File: src/rtl/rr_arbiter8_if.sv
// rtl/rr_arbiter8_if.sv - request/grant bundle between the requesters and rr_arbiter8
interface rr_arbiter8_if;
    logic       en;
    logic [7:0] req;
    logic [7:0] gnt;
    logic [2:0] gnt_idx;
    logic       gnt_valid;
    logic       timeout;

    modport master (
        output en,
        output req,
        input  gnt,
        input  gnt_idx,
        input  gnt_valid,
        input  timeout
    );

    modport slave (
        input  en,
        input  req,
        output gnt,
        output gnt_idx,
        output gnt_valid,
        output timeout
    );
endinterface

File: src/rtl/rr_arbiter8.sv
// rtl/rr_arbiter8.sv - 8-way round-robin arbiter with held grants; RR_TIMEOUT_EN adds forced release
module rr_arbiter8 #(
    parameter int HOLD_MAX = 16,
    parameter int CNT_W    = 8
) (
    input  logic         clk,
    input  logic         reset_n,
    rr_arbiter8_if.slave bus
);

    typedef enum logic {IDLE, GRANT} state_t;

    state_t     state;
    logic [2:0] ptr;
    logic [7:0] gnt_q;
    logic [2:0] idx_q;
    logic       valid_q;

    logic [2:0] sel;
    logic [2:0] cand;
    logic       found;

    if (HOLD_MAX < 2 || HOLD_MAX > 255) begin : g_bad_hold_max
        $error("rr_arbiter8: HOLD_MAX must be within 2..255");
    end
    if ((64'd1 << CNT_W) <= 64'(HOLD_MAX)) begin : g_bad_cnt_w
        $error("rr_arbiter8: CNT_W too narrow for HOLD_MAX");
    end

    // Circular search starting at ptr: the last winner sits at ptr-1, i.e. searched last.
    always_comb begin
        sel   = ptr;
        cand  = 3'd0;
        found = 1'b0;
        for (int i = 0; i < 8; i++) begin
            cand = ptr + 3'(i);
            if (!found && bus.req[cand]) begin
                sel   = cand;
                found = 1'b1;
            end
        end
    end

`ifdef RR_TIMEOUT_EN
    logic [CNT_W-1:0] cnt;
    logic             timeout_q;
`endif

    always_ff @(posedge clk or negedge reset_n) begin
        if (!reset_n) begin
            state   <= IDLE;
            ptr     <= 3'd0;
            gnt_q   <= 8'h00;
            idx_q   <= 3'd0;
            valid_q <= 1'b0;
`ifdef RR_TIMEOUT_EN
            cnt       <= '0;
            timeout_q <= 1'b0;
`endif
        end else begin
`ifdef RR_TIMEOUT_EN
            timeout_q <= 1'b0;
`endif
            case (state)
                IDLE: begin
                    if (bus.en && found) begin
                        gnt_q   <= 8'(1) << sel;
                        idx_q   <= sel;
                        valid_q <= 1'b1;
                        ptr     <= sel + 3'd1;
                        state   <= GRANT;
`ifdef RR_TIMEOUT_EN
                        cnt     <= '0;
`endif
                    end
                end
                GRANT: begin
                    // Release wins over everything; other requests wait for the idle cycle.
                    if (!bus.req[idx_q]) begin
                        gnt_q   <= 8'h00;
                        valid_q <= 1'b0;
                        state   <= IDLE;
                    end
`ifdef RR_TIMEOUT_EN
                    else if (cnt == CNT_W'(HOLD_MAX - 1)) begin
                        gnt_q     <= 8'h00;
                        valid_q   <= 1'b0;
                        timeout_q <= 1'b1;
                        state     <= IDLE;
                    end else begin
                        cnt <= cnt + 1'b1;
                    end
`endif
                end
                default: state <= IDLE;
            endcase
        end
    end

    assign bus.gnt       = gnt_q;
    assign bus.gnt_idx   = idx_q;
    assign bus.gnt_valid = valid_q;
`ifdef RR_TIMEOUT_EN
    assign bus.timeout   = timeout_q;
`else
    assign bus.timeout   = 1'b0;
`endif

endmodule

File: src/flat_wrapper.sv
// flat-port wrapper written by rule: the top's interface ports become plain ports
module rr_arbiter8_flat 
#(
    parameter int HOLD_MAX = 16,
    parameter int CNT_W    = 8
)
  (clk, reset_n, bus_en, bus_req, bus_gnt, bus_gnt_idx, bus_gnt_valid, bus_timeout);
  rr_arbiter8_if bus_i ();
  input  logic clk;
  input  logic reset_n;
  input wire logic [$bits(bus_i.en)-1:0] bus_en;
  input wire logic [$bits(bus_i.req)-1:0] bus_req;
  output wire logic [$bits(bus_i.gnt)-1:0] bus_gnt;
  output wire logic [$bits(bus_i.gnt_idx)-1:0] bus_gnt_idx;
  output wire logic [$bits(bus_i.gnt_valid)-1:0] bus_gnt_valid;
  output wire logic [$bits(bus_i.timeout)-1:0] bus_timeout;
  assign bus_i.en = bus_en;
  assign bus_i.req = bus_req;
  assign bus_gnt = bus_i.gnt;
  assign bus_gnt_idx = bus_i.gnt_idx;
  assign bus_gnt_valid = bus_i.gnt_valid;
  assign bus_timeout = bus_i.timeout;
  rr_arbiter8 #(.HOLD_MAX(HOLD_MAX), .CNT_W(CNT_W)) u_core (.clk(clk), .reset_n(reset_n), .bus(bus_i));
endmodule
File: config.mk
export PLATFORM = sky130hd
export DESIGN_NAME = rr_arbiter8_flat
export DESIGN_NICKNAME = d
export VERILOG_FILES = /design/src/rtl/rr_arbiter8_if.sv /design/src/rtl/rr_arbiter8.sv /design/src/flat_wrapper.sv
export SDC_FILE = /design/constraint.sdc
export NUM_CORES = 1
export LEC_CHECK = 0
export CAP_MARGIN = 40
export CORE_UTILIZATION = 45
export CTS_CLUSTER_DIAMETER = 100
export DETAILED_ROUTE_END_ITERATION = 6
export DONT_BUFFER_PORTS = 1
export SETUP_SLACK_MARGIN = 0.15
export SYNTH_ARGS = -nofsm -noshare
export SYNTH_HDL_FRONTEND = slang
export SYNTH_SLANG_ARGS = --single-unit
File: constraint.sdc
create_clock -name clk -period 5.2 [get_ports clk]
set_clock_uncertainty 0.1 [all_clocks]
set_input_delay 1.56 -clock clk [delete_from_list [all_inputs] [get_ports clk]]
set_output_delay 1.56 -clock clk [all_outputs]
set_load 0.01 [all_outputs]
==> flow_metrics.tcl <==
set metrics [dict create \
    drtAntennaViolNets 0 \
    rows 22 \
    cts_hold_buf 0 \
    clock.fmax_mhz 236 \
    min_path_type "reg2reg" \
    synthesis.area_mm2 0.00174 \
    insertion_delay_ns 0.25 \
    path_clk_slew_ns 0.06 \
    antenna_found_initial 0 \
    met1_usage_pct 31.9 \
    grt_pass1_vias 1381 \
    cts_max_path_buffers 2 \
    ys_warn_count 0 \
    crit_chain "inv_2 > ha_1 > mux4_1 > mux2i_2 > nor2_1 > a311o_1 > a31oi_1 > xnor2_1 > inv_2 > ha_1 > nand2_1 > o22ai_1" \
    ys_top_cells_by_count "23 x nand2_1, 16 x dfrtp_1, 14 x nor2_1" \
    core_mm2 0.00369 \
    cp_max_fo 11 \
    tns_ns 0 \
    cts_tree "done" \
    async_flop_share_pct 100 \
    syn_avg_cell_area_um2 10.0 \
    fp.dieH_um 64.1 \
    outcome "complete, no violations" \
    synth_edf_count 0 \
    grt_pass1_wl_mm 6.98 \
    fin_area_mm2 0.00178 \
    syn2layout_area_growth_pct 2.30 \
    hold_slack_ns 0.459 \
    start_util_pct 47.1 \
    grt_max_degree 22 \
    layout-drive-gt1-share_pct 19.6 \
    worst-path-buf-inv 2 \
    synth_top_area_cell "dfrtp_1" \
    clkSinkCount 16 \
    rsz0062_at_grt "no" \
    antenna_cells 0 \
    slowest_delay_ns 0.69 \
    place_inst 213 \
    drc_errors 0 \
    routed_wl_mm 4.07 \
    maxCapViolations 0 \
    crit_path_end_kind "flop" \
    path_class "reg2reg" \
    root_buffer "clkbuf_8" \
    fin_crit_ns 4.24 \
    synth_top_area_share_pct 23.0 \
    vias_per_cell 6.72 \
    cts_max_level 1 \
    finalSetupViolations 0 \
    yosysSeqAreaShare_pct 23.0 \
    yosysMostFrequentCell "nand2_1" \
    synth_area_leaders "dfrtp_1 23%, mux4_2 12%, mux4_1 7.6%" \
    die_w_um 64.1 \
    cp-start-kind "flop" \
    finalHoldViolCount 0 \
    fin_crit_sh_pct 81.6 \
    synth_ff_type "dfrtp_1" \
    cts_made_buffers 3 \
    use_met2_pct 32.4 \
    placed_area_mm2 0.00174 \
    gp_congestion 0.926 \
    io_pins 24 \
    ys_seq_elements 16 \
    hpwlAfterDp_mm 3.07 \
    final_cells 216 \
    synth_cells 173 \
    slew_headroom_pct 48.3 \
    drv_slew 0 \
    avgRoutedWirePerCell_um 18.8 \
    cp_slowest_cell "mux4_1" \
    use_met3_pct 5.54 \
    drt-initial-drc-count 38 \
    grtUsageTotal_pct 21.7 \
    cts_setup_buffers 0 \
    die-area_mm2 0.00411 \
    worst_slew_pin_slew_ns 0.773 \
    io_buffer_count 0 \
    synthesis.nets 189 \
    first_pass_iters 5 \
    grt.busiest_layer "met2" \
    grt-ovfl-total 0 \
    yosysUniqueCellTypes 55 \
    critPathRequiredTime_ns 5.19 \
    crit_family "multiplexers" \
    vias 1452 \
    finalNetCount 186 \
    worstPathArrival_ns 4.23 \
    cts_resized 0 \
]
==> state kept, by name, indices dropped and copies added (netlist names) <==
signal,count
u_core.bus.gnt,8
u_core.bus.gnt_valid,1
u_core.bus.gnt_idx,3
u_core.ptr,3
u_core.state,1
==> final timing paths <==
| kind | from | end | slack, ns | cells past startpoint |
|---|---|---|---|---|
| max | u_core.ptr[1] | u_core.bus.gnt[1] | 0.96 | 12 |
| min | u_core.bus.gnt_valid | u_core.bus.gnt_valid | 0.46 | 2 |
| max reg2reg | u_core.ptr[1] | u_core.bus.gnt[1] | 0.96 | 12 |
| min reg2reg | u_core.bus.gnt_valid | u_core.bus.gnt_valid | 0.46 | 2 |
| max in group asynchronous | reset_n | u_core.bus.gnt_idx[0] | 4.03 | 0 |
| min in group asynchronous | reset_n | u_core.bus.gnt[5] | 0.90 | 0 |
==> kinds of logic (layout without fill, tap and decap cells) <==
group / count (synthesis) / in the layout / synth area share, %
muxes: 30 / 30 / 29.7
xor gates and xnor gates: 4 / 4 / 2.02
DFF: 16 / 16 / 23.0
and+or+nand+nor: 53 / 53 / 13.9
AOI/OAI and AO/OA: 47 / 47 / 21.8
adders and majority gates: 5 / 5 / 3.60
other: 1 / 1 / 0.216
buffers and inverters: 17 / 12 / 5.69
==> worst reg2reg max path: stages (launching register included) <==
cell	delay [ns]
dfrtp_1	0.55
inv_2	0.19
ha_1	0.60
mux4_1	0.70
mux2i_2	0.42
nor2_1	0.09
a311o_1	0.33
a31oi_1	0.32
xnor2_1	0.30
inv_2	0.10
ha_1	0.24
nand2_1	0.07
o22ai_1	0.08
==> area by class of cell <==
| type | count | area, um2 |
|---|---|---|
| inverters | 8 | 30.0 |
| flip-flops and latches | 16 | 400 |
| well taps | 48 | 60.1 |
| multi-input cells | 140 | 1240 |
| fillers | 352 | 1910 |
| repair buffers | 1 | 7.51 |
| clock buffers | 3 | 41.3 |
==> through the flow <==
stage	setup WS (ns)	util, %
after floorplan	1.27	-
after global placement	0.871	47.1
after detailed placement	0.882	47.1
after CTS	0.948	48.2
after global routing	0.665	48.2
final	0.959	48.2
==> layer usage <==
layer	wire, um	part of all wire [%]	up-vias
met5	0	0	-
met4	40	0.98	0
met3	301	7.4	6
met2	1870	46	60
met1	1860	46	724
li1	-	-	662
==> layout by cell type, fill, tap and decap left out, drive strengths merged, types with 3 or more instances in the layout <==
cell type  count
nand2         23
dfrtp         16
nor2          14
mux4          14
mux2i         11
o21ai          8
inv            8
o22ai          6
mux2           5
a21boi         5
ha             5
and3           4
nor3           3
xnor2          3
a21oi          3
a31o           3
clkbuf         3
Power is not shown: default switching activity piles up to over one toggle a cycle in this logic, so the estimate is an artifact.
